--- config.mk ---
export PLATFORM = sky130hd
export DESIGN_NAME = fifo_flex
export DESIGN_NICKNAME = d
export VERILOG_FILES = /design/src/rtl/fifo_flex.sv
export SDC_FILE = /design/constraint.sdc
export NUM_CORES = 1
export LEC_CHECK = 0
export BUFFER_PORTS_ARGS = -buffer_cell sky130_fd_sc_hd__buf_2
export CELL_PAD_IN_SITES_DETAIL_PLACEMENT = 0
export CELL_PAD_IN_SITES_GLOBAL_PLACEMENT = 1
export CORE_ASPECT_RATIO = 1.75
export CORE_MARGIN = 1
export CORE_UTILIZATION = 45
export CTS_CLUSTER_DIAMETER = 120
export CTS_CLUSTER_SIZE = 14
export DETAILED_ROUTE_END_ITERATION = 16
export PLACE_DENSITY_LB_ADDON = 0.15
export SYNTH_ARGS = -nofsm -noshare
export SYNTH_HDL_FRONTEND = slang
export SYNTH_SLANG_ARGS = --single-unit
--- constraint.sdc ---
create_clock -name clk_i -period 2.5 [get_ports clk_i]
set_input_delay 0.5 -clock clk_i [delete_from_list [all_inputs] [get_ports clk_i]]
set_output_delay 0.5 -clock clk_i [all_outputs]
set_load 0.05 [all_outputs]
--- src/rtl/fifo_flex.sv ---
// Parametrised synchronous FIFO with valid/ready ports, any depth, selectable
// registered or first-word-fall-through read data, occupancy, almost flags and flush.
module fifo_flex #(
  parameter int DataWidth     = 8,
  parameter int Depth         = 16,
  parameter int Fwft          = 0,
  parameter int AlmostFullTh  = Depth - 2,
  parameter int AlmostEmptyTh = 1
) (
  input  logic                         clk_i,
  input  logic                         reset_i,
  input  logic                         flush_i,
  input  logic                         wvalid_i,
  output logic                         wready_o,
  input  logic [DataWidth-1:0]         data_i,
  input  logic                         rready_i,
  output logic                         rvalid_o,
  output logic [DataWidth-1:0]         data_o,
  output logic [$clog2(Depth+1)-1:0]   level_o,
  output logic                         is_full_o,
  output logic                         is_empty_o,
  output logic                         almost_full_o,
  output logic                         almost_empty_o
);

  localparam int PtrW = $clog2(Depth);
  localparam int LvlW = $clog2(Depth + 1);

  logic [DataWidth-1:0] r_mem [Depth];
  logic [PtrW-1:0]      r_wrPtr;
  logic [PtrW-1:0]      r_rdPtr;
  logic [LvlW-1:0]      r_level;
  logic [DataWidth-1:0] r_dataOut;

  logic            w_push;
  logic            w_pop;
  logic [PtrW-1:0] w_wrPtrNext;
  logic [PtrW-1:0] w_rdPtrNext;

  assign is_full_o      = (r_level == LvlW'(Depth));
  assign is_empty_o     = (r_level == '0);
  assign almost_full_o  = (r_level >= LvlW'(AlmostFullTh));
  assign almost_empty_o = (r_level <= LvlW'(AlmostEmptyTh));
  assign level_o        = r_level;

  // wready_o looks only at the current level, so a full FIFO refuses a write
  // even when a pop happens in the same cycle.
  assign wready_o = ~is_full_o & ~reset_i;
  assign rvalid_o = ~is_empty_o;
  assign w_push   = wvalid_i & wready_o;
  assign w_pop    = rready_i & rvalid_o;

  assign w_wrPtrNext = (r_wrPtr == PtrW'(Depth - 1)) ? '0 : r_wrPtr + PtrW'(1);
  assign w_rdPtrNext = (r_rdPtr == PtrW'(Depth - 1)) ? '0 : r_rdPtr + PtrW'(1);

  assign data_o = (Fwft != 0) ? r_mem[r_rdPtr] : r_dataOut;

  // Storage has no reset; a flushed push is dropped.
  always_ff @(posedge clk_i) begin
    if (w_push && !flush_i) begin
      r_mem[r_wrPtr] <= data_i;
    end
  end

  always_ff @(posedge clk_i or posedge reset_i) begin
    if (reset_i) begin
      r_wrPtr   <= '0;
      r_rdPtr   <= '0;
      r_level   <= '0;
      r_dataOut <= '0;
    end else if (flush_i) begin
      r_wrPtr <= '0;
      r_rdPtr <= '0;
      r_level <= '0;
    end else begin
      if (w_push) begin
        r_wrPtr <= w_wrPtrNext;
      end
      if (w_pop) begin
        r_rdPtr   <= w_rdPtrNext;
        r_dataOut <= r_mem[r_rdPtr];
      end
      case ({w_push, w_pop})
        2'b10:   r_level <= r_level + LvlW'(1);
        2'b01:   r_level <= r_level - LvlW'(1);
        default: r_level <= r_level;
      endcase
    end
  end

endmodule

Yosys cells after proc, flatten, opt, wreduce, memory -nomap -nowiden
Memories as Yosys holds them, arrays and structs flattened. A register that Yosys moved wholly into a read port is not among the register bits.
Index checks and enable logic that the tools add are counted.
Operators by class
  $add $sub $neg: 4
  magnitude comparators: 2
  equality and inequality tests: 5
  multiplexer cells: 10
  bitwise operators: 7
  reduce and logical (&&, ||, !) cells: 7
Operators by type and width (count)
  $mux 4: 6
  $pmux 5 s2: 1
  $add 4x1->4 const B: 2
  $eq 4x4->1 const B: 2
  $add 5x1->5 const B: 1
  $eq 5x5->1 const B: 1
  $ge 5x4->1 const B: 1
  $le 5x1->1 const B: 1
  $logic_not 5->1: 1
  $mux 5: 1
  $sub 5x1->5 const B: 1
  $not 1->1: 4
  $reduce_bool 2->1: 2
  $and 1x1->1: 3
  $reduce_bool 3->1: 1
  $eq 2x1->1 const B: 1
  $eq 2x2->1 const B: 1
  $mux 1: 2
  $reduce_and 2->1: 1
  $logic_and 1x1->1: 1
  $logic_not 1->1: 1
Storage, ports and cells
  register bits: 13
  memory bits (writable): 128
  input port bits: 13
  memories: 1
Memories
  r_mem: depth 16, bits a word 8, rd ports 1, clocked after Yosys merged registers in 1, wr ports 1, RTL line 29  | logic [DataWidth-1:0] r_mem [Depth];

Depth between registers and ports, before layout
  depth after elaboration: 7
  mapped depth: 9
  mapped depth without buffers: 7

Worst setup path before layout
OpenSTA, ideal clock, no wires.
  path kind: reg-to-reg
  start point: register r_level[0], in the netlist level_o[0]
  end point: memory r_mem[0][0] (enable)
  data arrival time: 2821 ps
  data required time: 2117 ps
  path slack: -705 ps
  cell stages (with the launch flop): 8
  buffers on the path: 0
  clock period less this slack: 3205 ps
  cell sequence: dfrtp_1 -> inv_1 -> ha_1 -> nand4bb_1 -> inv_1 -> nor3_1 -> nand2_1 -> nor3_1
On the way
  cells in the longest elaborated chain, start to end: 7
RTL lines
  from (decl): RTL line 32  | logic [LvlW-1:0] r_level;
  from (signal assigned): RTL line 84  | 2'b10: r_level <= r_level + LvlW'(1);
  from (signal assigned): RTL line 85  | 2'b01: r_level <= r_level - LvlW'(1);
  from (signal assigned): RTL line 86  | default: r_level <= r_level;
  $eq 5x5->1: RTL line 40  | assign is_full_o = (r_level == LvlW'(Depth));
  via is_full_o: RTL line 20  | output logic is_full_o,
  $not 1->1: RTL line 48  | assign wready_o = ~is_full_o & ~reset_i;
  $and 1x1->1: RTL line 48
  $and 1x1->1: RTL line 50  | assign w_push = wvalid_i & wready_o;
  $logic_and 1x1->1: RTL line 60  | if (w_push && !flush_i) begin
  $mux 1: RTL line 60
  $mux 1 (not written as such): RTL line 61  | r_mem[r_wrPtr] <= data_i;
  to (decl): RTL line 29
The timed path passes the listed nets, and every way through them passes these cells.

Worst setup path after layout
  start point: register r_level[1], in the netlist level_o[1]
  end point: output is_empty_o
On the way
  cells in the longest elaborated chain, start to end: 1
RTL lines
  $logic_not 5->1: RTL line 41  | assign is_empty_o = (r_level == '0);
  to (decl): RTL line 21  | output logic is_empty_o,
Every way passes these cells.

==> results.yml <==
floorplan:
  core_um2: 13450
  rows: 56
  die_y_um: 157.4
  die_w_um: 90.77
  ios: 32
  die_area_um2: 14280
  start_util_pct: 46.13
layout:
  drive_above_1_share_pct: 36.11
  nFillCells: 1130
  final_cell_area_um2: 7425
  final_cells: 606
  nNetsFinal: 442
  antennaDiodeCount: 0
  area_delta_synth_final_pct: 19.64
  regArea_um2: 4374
  multiInputGateArea_um2: 1846
route:
  drc: 0
  num_vias: 3324
  dr.pass1.iters: 4
  avgViaCountPerCell: 5.485
  drtAntennaViolNets: 0
  drt-total-wl_um: 13270
  drt-wirelength-per-cell_um: 21.90
  dr.first_iter.drc_count: 231
sta:
  post-route-period-util_pct: 96.84
  fin_ws_ns: 0.07907
  drv_slew: 0
  finalCriticalPeriod_ns: 2.421
  setup-tns-final_ns: 0
  setup_viol: 0
  whs_ns: 0.2878
  finClkSkew_ns: 0.008988
  worst_slew_pin_slew_ns: 0.8515
  fmax_mhz: 413.1
  timing.slew.headroom_pct: 43.17
  hold_viol_final: 0
  grt_setup_unrepaired: "false"
placement:
  portBuffers: 31
  place_area_um2: 6824
  dp_cells: 572
  place_ws_ns: 0.2076
  gp_congestion: 0.8687
  place_hpwl_um: 9355
clock_tree:
  clkLatencyLatePin_ns: 0.41
  clock_path_buffers: 2
  cts.clk_slew.worst_paths_ns: 0.06
  cts-htree-levels: 4
  cts_buffers: 17
  cts_tree: "built"
  root_buffer: "clkbuf_16"
  cts.sinks: 149
outcome:
  outcome: "completed"
worst_setup_path:
  crit_fanout: 7
  r2r_slack_ns: 0.14
  crit_path_end_kind: "output port"
  cp.arrival_ns: 1.92
  crit_type: "reg -> out"
  start_kind: "flip-flop"
  critPathRequiredTime_ns: 2.00
power_and_ir_drop:
  power_density_nw_per_um2: 1024
  ir_drop_uv: 485.4
  p_int_uw: 4985
  power.share.switching_pct: 34.46
  power_frac_comb_pct: 28.7
  leakage_uw: 0.002481
  p_seq_share_pct: 39.3
  p_switching_uw: 2621
  clock_power_share_pct: 31.9
yosys:
  synth-seq-cells: 149
  yosysTopAreaCellShare_pct: 61.94
  syn-cell-area_um2: 6206
  yosysWarnings: 0
  synth_area_leaders: "edfxtp_1, mux4_2, dfrtp_1, mux2i_1, ha_1"
  synth.avg_cell_area_um2: 17.10
  synth_cells: 363
  syn_nets: 386
  yosysSeqAreaShare_pct: 70.40
  yosys.area.top_type: "edfxtp_1"
  synthDistinctLibCells: 44
min_path:
  hold_class: "in -> async"
grt:
  grt_usage_pct: 20.52
  grt.overflow.total: 0
  grt_pass1_vias: 3545
  antenna_found_initial: 0
  grt_pass1_wl_um: 20840
  grt_max_degree: 29
run:
  cap_violations: 0
==> metal layers <==
metal  part of all wire (%)  GRT usage, %
met5                      0             0
met4                    1.8         8.088
met3                    2.4         4.251
met2                     59         38.82
met1                     37         22.20
==> state kept, by name (all words and copies together) (netlist names) <==
register  cells
r_mem       128
data_o        8
level_o       5
r_rdPtr       4
r_wrPtr       4
==> cell usage in the layout (no fill, tap or decap), drive strengths merged, types with 2 or more instances in the layout <==
| master | count |
|---|---|
| nor2 | 27 |
| mux2 | 6 |
| clkinvlp | 4 |
| a22oi | 9 |
| a21oi | 14 |
| a31oi | 3 |
| a211oi | 2 |
| nand3 | 6 |
| buf | 55 |
| o211ai | 6 |
| and3 | 2 |
| clkbuf | 17 |
| nor2b | 6 |
| nand2 | 20 |
| dfrtp | 21 |
| clkinv | 4 |
| nor3 | 10 |
| ha | 10 |
| or3 | 3 |
| mux2i | 14 |
| inv | 16 |
| nand4b | 2 |
| edfxtp | 128 |
| nand2b | 3 |
| mux4 | 28 |
==> through the flow <==
| stage | util [%] | total power, µW |
|---|---|---|
| final | 55.19 | 7606 |
| after global routing | 55.19 | 7925 |
| after CTS | 55.07 | 7623 |
| after detailed placement | 50.73 | 5122 |
| after global placement | 50.73 | 5099 |
| after floorplan | - | 4642 |
==> critical path: stages, from the launching register on <==
cell and delay (ns):
dfrtp_2 0.45, inv_2 0.10, ha_2 0.19, or4b_4 0.52
inv_6 0.11, buf_8 0.15
==> cell type report <==
class / count / area share [%]
Inverter: 10 / 0.6235
Clock inverter: 15 / 1.955
Timing Repair Buffer: 55 / 4.988
Tap cell: 174 / 2.932
Multi-Input combinational cell: 186 / 24.86
Sequential cell: 149 / 58.91
Clock buffer: 17 / 5.730
==> power groups by stage <==
stage	sequential (µW)	clock [µW]	combinational, µW
finish	2990	2430	2190
global route	3010	2580	2330
CTS	3000	2470	2150
detailed placement	3050	0	2070
global placement	3050	0	2050
floorplan	3330	0	1310
==> final timing paths <==
path,start,to,cells after the start
min,reset_i,r_wrPtr[2],2
min reg2reg,data_o[1],data_o[1],2
min in group clk_i,flush_i,r_rdPtr[1],2
max reg2reg,level_o[1],level_o[4],7
max,level_o[1],is_empty_o,5
max in group asynchronous,reset_i,level_o[0],2
==> kinds of logic (layout without fill, tap and decap cells) <==
logic type | after synthesis | count (layout) | synth area share [%]
simple gates | 86 | 86 | 6.835
mux | 48 | 48 | 13.63
fa+ha+maj | 10 | 10 | 2.016
xor+xnor | 2 | 2 | 0.2823
buf+inv | 28 | 97 | 2.036
flops | 149 | 149 | 70.40
compound gates | 40 | 40 | 4.798
==> synth_stat cells, drive strengths merged <==
| cell | n |
|---|---|
| o41ai | 1 |
| xnor2 | 1 |
| a32oi | 1 |
| a311o | 1 |
| nand3 | 6 |
| o22ai | 1 |
| nand2b | 3 |
| and3 | 2 |
| nor2 | 27 |
| nor4 | 1 |
| a211oi | 2 |
| nor3 | 10 |
| ha | 10 |
| o211ai | 6 |
| nand4b | 2 |
| mux2i | 14 |
| a22oi | 9 |
| nand4 | 1 |
| o21ai | 1 |
| o21a | 1 |
| or4b | 1 |
| or3b | 1 |
| mux4 | 28 |
| and3b | 1 |
| clkbuf | 9 |
| a31oi | 3 |
| a21oi | 14 |
| nand4bb | 1 |
| edfxtp | 128 |
| dfrtp | 21 |
| nor3b | 1 |
| mux2 | 6 |
| buf | 9 |
| or3 | 3 |
| nor2b | 6 |
| inv | 10 |
| nand2 | 20 |
| xor2 | 1 |
==> what timing repair did <==
item / 4_1_cts / 5_1_grt
gates resized for setup: 3 / 3
setup endpoints to repair: 2 / 2
hold buffers: 0 / 0
pin swaps: 0 / 0
buffers inserted: 1 / 1
endpoints found under the hold margin: 0 / 0
Power figures use the tool's default switching activity.
